### src/rtl/branch_pkg.sv
// Shared encodings for the branch resolution logic.
// Holds ex_kind and funct3 codes, ALU flag bit positions and the FSM state type.
package branch_pkg;

    // Values of ex_kind
    localparam logic [1:0] KIND_BR   = 2'b00;
    localparam logic [1:0] KIND_JAL  = 2'b01;
    localparam logic [1:0] KIND_JALR = 2'b10;
    localparam logic [1:0] KIND_NONE = 2'b11;

    // Branch conditions (funct3); 010 and 011 are illegal
    localparam logic [2:0] F3_BEQ  = 3'b000;
    localparam logic [2:0] F3_BNE  = 3'b001;
    localparam logic [2:0] F3_BLT  = 3'b100;
    localparam logic [2:0] F3_BGE  = 3'b101;
    localparam logic [2:0] F3_BLTU = 3'b110;
    localparam logic [2:0] F3_BGEU = 3'b111;

    // Bit positions in the ALU flag bus
    localparam int unsigned FLAG_Z = 0;
    localparam int unsigned FLAG_N = 1;
    localparam int unsigned FLAG_C = 2;

    typedef enum logic [0:0] {StIdle, StFlush} state_e;

endpackage

### src/rtl/branch_cond.sv
// Combinational branch condition evaluator.
// Inputs : flag[2:0] (zero, result MSB, carry/no-borrow of rs1-rs2), op1_msb, op2_msb, funct3.
// Outputs: taken (condition true), illegal (funct3 010/011).
// Kept separate so an early-branch ID stage can reuse it.
module branch_cond
    import branch_pkg::*;
(
    input  logic [2:0] flag,
    input  logic       op1_msb,
    input  logic       op2_msb,
    input  logic [2:0] funct3,
    output logic       taken,
    output logic       illegal
);

    logic ovf;
    logic eq;
    logic lt;
    logic ltu;

    // Signed overflow of the subtract: operands differ in sign and result sign differs from rs1
    assign ovf = (op1_msb ^ op2_msb) & (op1_msb ^ flag[FLAG_N]);
    assign lt  = flag[FLAG_N] ^ ovf;
    assign ltu = ~flag[FLAG_C];
    assign eq  = flag[FLAG_Z];

    always_comb begin
        taken   = 1'b0;
        illegal = 1'b0;
        case (funct3)
            F3_BEQ:  taken = eq;
            F3_BNE:  taken = ~eq;
            F3_BLT:  taken = lt;
            F3_BGE:  taken = ~lt;
            F3_BLTU: taken = ltu;
            F3_BGEU: taken = ~ltu;
            default: illegal = 1'b1;
        endcase
    end

endmodule

### src/rtl/branch_resolve_unit.sv
// Execute-stage branch/jump resolution under predict-not-taken.
// Inputs : clk, rst_n (sync, active-low), ex_valid, ex_stall, ex_kind, ex_funct3, ex_pc,
//          ex_imm, ex_rs1, alu_flag, op1_msb, op2_msb.
// Outputs: redirect_valid/redirect_pc/target_misaligned (registered redirect), link_pc,
//          flush_ifid/flush_idex (timed squash), illegal_branch, cnt_resolved/cnt_taken
//          (saturating statistics).
module branch_resolve_unit
    import branch_pkg::*;
#(
    parameter int unsigned XLEN         = 64,
    parameter int unsigned FLUSH_CYCLES = 2,
    parameter int unsigned CNT_W        = 32
) (
    input  logic             clk,
    input  logic             rst_n,
    input  logic             ex_valid,
    input  logic             ex_stall,
    input  logic [1:0]       ex_kind,
    input  logic [2:0]       ex_funct3,
    input  logic [XLEN-1:0]  ex_pc,
    input  logic [XLEN-1:0]  ex_imm,
    input  logic [XLEN-1:0]  ex_rs1,
    input  logic [3:0]       alu_flag,
    input  logic             op1_msb,
    input  logic             op2_msb,
    output logic             redirect_valid,
    output logic [XLEN-1:0]  redirect_pc,
    output logic             target_misaligned,
    output logic [XLEN-1:0]  link_pc,
    output logic             flush_ifid,
    output logic             flush_idex,
    output logic             illegal_branch,
    output logic [CNT_W-1:0] cnt_resolved,
    output logic [CNT_W-1:0] cnt_taken
);

    localparam int unsigned FcW = (FLUSH_CYCLES < 2) ? 1 : $clog2(FLUSH_CYCLES + 1);
    localparam logic [FcW-1:0] FcLoad = FcW'(FLUSH_CYCLES);
    localparam logic [CNT_W-1:0] CntMax = {CNT_W{1'b1}};

    state_e         state_q, state_d;
    logic [FcW-1:0] fcnt_q, fcnt_d;

    logic            cond_taken;
    logic            cond_illegal;
    logic            is_br;
    logic            is_jump;
    logic            accept;
    logic            taken;
    logic [XLEN-1:0] base;
    logic [XLEN-1:0] sum;
    logic [XLEN-1:0] target;
    logic            unused_flag;

    assign unused_flag = alu_flag[3];

    branch_cond u_cond (
        .flag    (alu_flag[2:0]),
        .op1_msb (op1_msb),
        .op2_msb (op2_msb),
        .funct3  (ex_funct3),
        .taken   (cond_taken),
        .illegal (cond_illegal)
    );

    assign is_br   = (ex_kind == KIND_BR);
    assign is_jump = (ex_kind == KIND_JAL) || (ex_kind == KIND_JALR);
    assign accept  = ex_valid && !ex_stall && (state_q == StIdle) && (ex_kind != KIND_NONE);
    assign taken   = is_jump || (is_br && cond_taken);

    // Sums wrap modulo 2^XLEN; JALR clears bit 0
    assign base   = (ex_kind == KIND_JALR) ? ex_rs1 : ex_pc;
    assign sum    = base + ex_imm;
    assign target = (ex_kind == KIND_JALR) ? {sum[XLEN-1:1], 1'b0} : sum;

    always_comb begin
        state_d = state_q;
        fcnt_d  = fcnt_q;
        unique case (state_q)
            StIdle: begin
                if (accept && taken) begin
                    state_d = StFlush;
                    fcnt_d  = FcLoad;
                end
            end
            StFlush: begin
                // Counter freezes while stalled, so the flush window stretches
                if (!ex_stall) begin
                    if (fcnt_q == FcW'(1)) begin
                        state_d = StIdle;
                    end else begin
                        fcnt_d = fcnt_q - FcW'(1);
                    end
                end
            end
            default: state_d = StIdle;
        endcase
    end

    always_ff @(posedge clk) begin
        if (!rst_n) begin
            state_q           <= StIdle;
            fcnt_q            <= '0;
            redirect_valid    <= 1'b0;
            redirect_pc       <= '0;
            target_misaligned <= 1'b0;
            link_pc           <= '0;
            illegal_branch    <= 1'b0;
            cnt_resolved      <= '0;
            cnt_taken         <= '0;
        end else begin
            state_q           <= state_d;
            fcnt_q            <= fcnt_d;
            redirect_valid    <= accept && taken;
            target_misaligned <= accept && taken && target[1];
            illegal_branch    <= accept && is_br && cond_illegal;
            if (accept && taken) begin
                redirect_pc <= target;
            end
            if (accept && is_jump) begin
                link_pc <= ex_pc + XLEN'(4);
            end
            if (accept && (cnt_resolved != CntMax)) begin
                cnt_resolved <= cnt_resolved + CNT_W'(1);
            end
            if (accept && taken && (cnt_taken != CntMax)) begin
                cnt_taken <= cnt_taken + CNT_W'(1);
            end
        end
    end

    assign flush_ifid = (state_q == StFlush);
    assign flush_idex = (state_q == StFlush);

endmodule
### config.mk
export PLATFORM = sky130hd
export DESIGN_NAME = branch_resolve_unit
export DESIGN_NICKNAME = d
export VERILOG_FILES = /design/src/rtl/branch_pkg.sv /design/src/rtl/branch_cond.sv /design/src/rtl/branch_resolve_unit.sv
export SDC_FILE = /design/constraint.sdc
export NUM_CORES = 1
export LEC_CHECK = 0
export BUFFER_PORTS_ARGS = -buffer_cell sky130_fd_sc_hd__buf_2
export CAP_MARGIN = 25
export CELL_PAD_IN_SITES_DETAIL_PLACEMENT = 1
export CELL_PAD_IN_SITES_GLOBAL_PLACEMENT = 1
export CORE_MARGIN = 5
export CORE_UTILIZATION = 38
export DETAILED_ROUTE_END_ITERATION = 6
export PLACE_DENSITY_LB_ADDON = 0.25
export SETUP_SLACK_MARGIN = 0.15
export SYNTH_ARGS = -nofsm -noshare
export SYNTH_HDL_FRONTEND = slang
export SYNTH_SLANG_ARGS = --single-unit
### constraint.sdc
create_clock -name clk -period 5.2 [get_ports clk]
set_input_delay 1.04 -clock clk [delete_from_list [all_inputs] [get_ports clk]]
set_output_delay 1.04 -clock clk [all_outputs]
set_load 0.1 [all_outputs]
==> results by group <==
Clock tree
  – CTS tree: yes
  – CTS Hold Buffers Added: 0
  – Num CTS Buffers: 17
  – Htree depth: 4
  – CTS Root Cell: clkbuf_16
  – # resized after CTS: 0
  – Bufs on Longest Clock Path: 2
  – Worst-skew pair later-pin latency: 460 ps
  – Post-CTS Setup Bufs: 0
  – Clk pin slew, worst setup/hold paths: 80 ps
  – Clk sinks: 198

Floorplanning
  – Height of the chip: 195.5 µm
  – Core area: 0.03429 mm²
  – Die ar.: 0.03821 mm²
  – Std cell rows: 68
  – Die width: 195.5 µm
  – Ports: 404
  – Initial Utilization: 38.13%

Power and ir drop
  – Register share of total power: 34.3%
  – Clock share of power: 32.4%
  – Pint: 2.884 mW
  – Switching part of the total: 38.52%
  – NetSw: 1.807 mW
  – Total power: 4.690 mW
  – Pleak: 7.058 nW
  – Peak VDD IR: 230.0 µV
  – Logic gate share of total power: 33.3%
  – PwrDens: 287.7 mW/mm²

Placement
  – Post-DP HPWL: 40.94 mm
  – Port Buffers: 402
  – DP Area: 0.01563 mm²
  – GP Congestion: 0.8950

Route
  – 1st-pass router iterations: 5
  – Via density: 5.510
  – # DRC: 0
  – Via count: 13800
  – Wire per inst: 20.70 µm
  – Antenna-violating nets left: 0
  – Routed WL: 51.82 mm
  – Number of DRC markers in iteration 0: 728

STA
  – Period utilisation layout: 89.21%
  – Rel. slew slack: 34.44%
  – Worst-Margin Slew: 969.8 ps
  – Setup TNS: 0 ps
  – Final number of setup-violating endpoints: 0
  – Fmax: 215.6 MHz
  – RSZ-0062 raised after global routing: false
  – Final Hold Fails: 0
  – Final Skew: 6.621 ps
  – Slew Limit Fails: 0
  – Fin crit period: 4639 ps

Yosys
  – Adder-Cell Fraction of Synth Area: 7.522%
  – Post-synthesis cell count: 1656
  – Main combinational cell family by area after synthesis: simple AND/OR/NAND/NOR gates
  – Multiplexer share of the synthesized area: 5.484%
  – Post-synth EDFFs: 0
  – XOR/XNOR Fraction of Synth Area: 11.12%
  – Ys flop type: dfxtp_1
  – Post-synthesis compound-gate area fraction: 19.37%
  – Post-synth ARST share: 0%
  – Post-synthesis average cell area: 7.895 µm²
  – Synthesized net count: 1941
  – Ys Warns: 0
  – Synth Register Bits: 198
  – Synth Cell Area: 0.01307 mm²
  – Simple-gate area share of the yosys netlist: 22.77%
  – Sequential share of the synthesized area: 30.32%
  – Synth cell types: 74

GRT
  – GRT Total Usage: 26.02%
  – Gr ovfl total: 0
  – First-pass GRT wire length: 80.19 mm
  – Vias in the first global route: 14350
  – Largest net degree at the start of global routing: 95
  – Initial antenna violation count: 4

Layout
  – Design area: 0.01630 mm²
  – Commonest cells after routing, fill and taps aside: buf_2, nand2_1, dfxtp_1
  – Most common cell after layout, fill and taps aside: buf_2
  – Area delta synth->final: 24.71%
  – Layout cells sized above 1: 27.56%
  – Nets@finish: 2315
  – Fill cells: 4362
  – Final core area utilization: 47.55%

Critical path
  – Critical Path Sink Type: flop
  – Required @ worst endpoint: 5550 ps
  – Peak per-stage delay on the critical path: 420 ps
  – Reg2Reg Setup Slack: 2210 ps
  – CP arrival: 4990 ps
  – CP cell instances: buf_2 > inv_1 > ha_4 > buf_4 > mux2_2 > ha_1 > buf_4 > nand4_1 > nor4_1 > o31ai_1 > nand4b_1 > a41oi_2 > o21ai_0 > a21oi_1 > nor3_1 > nor4_1 > a211o_1
  – Crit Path Max Fanout: 24
  – Worst path slowest cell: ha_4
  – Critical Path Start Type: primary input
  – Kind of critical path: in -> reg

Job
  – Max cap viols: 0

Run status
  – Status: completed

Min path
  – Hold WC Path Type: reg -> reg
Yosys cell counts, drive strengths merged, types with 28 or more instances:
cell      n  area share (%)
nand3    65             2.5
clkbuf   65             1.9
mux2     61             5.3
nand2   225             6.5
ha       77             7.4
a21oi   139             5.3
nand4    39             2.0
xnor2    62             4.2
a21o     37             2.1
a211oi   54             3.2
o21ai    88             3.4
dfxtp   198              30
nor2    170             4.9
xor2    104             7.0
nor3     32             1.3
inv      28            0.80
routing by layer:
metal  global-route usage, %  share of wire (%)  vias up  routed length, µm
met1                   33.51                 44     6688              22890
li1                        -                  -     6621                  -
met5                       0              0.025        -                 13
met2                   43.76                 47      398              24320
met4                   8.999                3.3        2               1715
met3                   4.848                5.6       89               2878
power groups by stage:
stage                     clock, mW  combinational, mW  sequential [mW]
after floorplan                   0              0.694             2.05
after CTS                      1.55               1.55             1.61
after global placement            0               1.52             1.64
after global routing           1.61               1.67             1.62
final                          1.52               1.56             1.61
after detailed placement          0               1.54             1.64
final cells by class:
cell class                 count  area (µm²)  share of cell area, %
multi-input combinational   1346        8695                  53.33
sequential                   198        3964                  24.31
timing repair buffer         439        2302                  14.12
tap                          455       569.3                  3.492
clock buffer                  18       439.2                  2.694
clock inverter                14       210.2                  1.289
inverter                      28       110.1                 0.6753
antenna                        6       15.01                0.09209
state kept, by name (all words and copies together) (netlist names):
signal / cells
redirect_pc: 64
redirect_valid: 1
cnt_taken: 32
illegal_branch: 1
flush_idex: 1
cnt_resolved: 32
target_misaligned: 1
link_pc: 64
fcnt_q: 2
stage by stage:
| stage | hold slack [ps] | setup WS (ps) | std cells |
|---|---|---|---|
| after floorplan | 441.9 | 467.7 | 1656 |
| after global placement | 436.3 | 33.09 | 2466 |
| after detailed placement | 444.0 | -19.15 | 2466 |
| after CTS | 455.9 | 456.2 | 2498 |
| after global routing | 482.1 | 240.2 | 2501 |
| final | 455.4 | 561.0 | 2504 |
critical path, delay by kind of cell:
family	cells	cell delay (ps)
adder cells (fa/ha/maj)	2	720
AND/OR/NAND/NOR	5	1260
AO/OA/AOI/OAI	5	1000
buffers and inverters	4	590
multiplexers	1	360
kinds of logic after synthesis:
group	count (synthesis)
compound gates	404
xor+xnor	166
fa+ha+maj	78
buf+inv	112
flops	198
mux	64
simple gates	634
worst paths after layout:
kind / start / endpoint / depth (start not counted)
worst min register to register: redirect_pc[6] / redirect_pc[6] / 2
worst min-delay path: redirect_pc[6] / redirect_pc[6] / 2
worst max-delay path: ex_kind[0] / redirect_pc[62] / 17
worst max register to register: cnt_taken[4] / cnt_taken[17] / 10
Note: power is estimated with default switching activity, not from simulation.
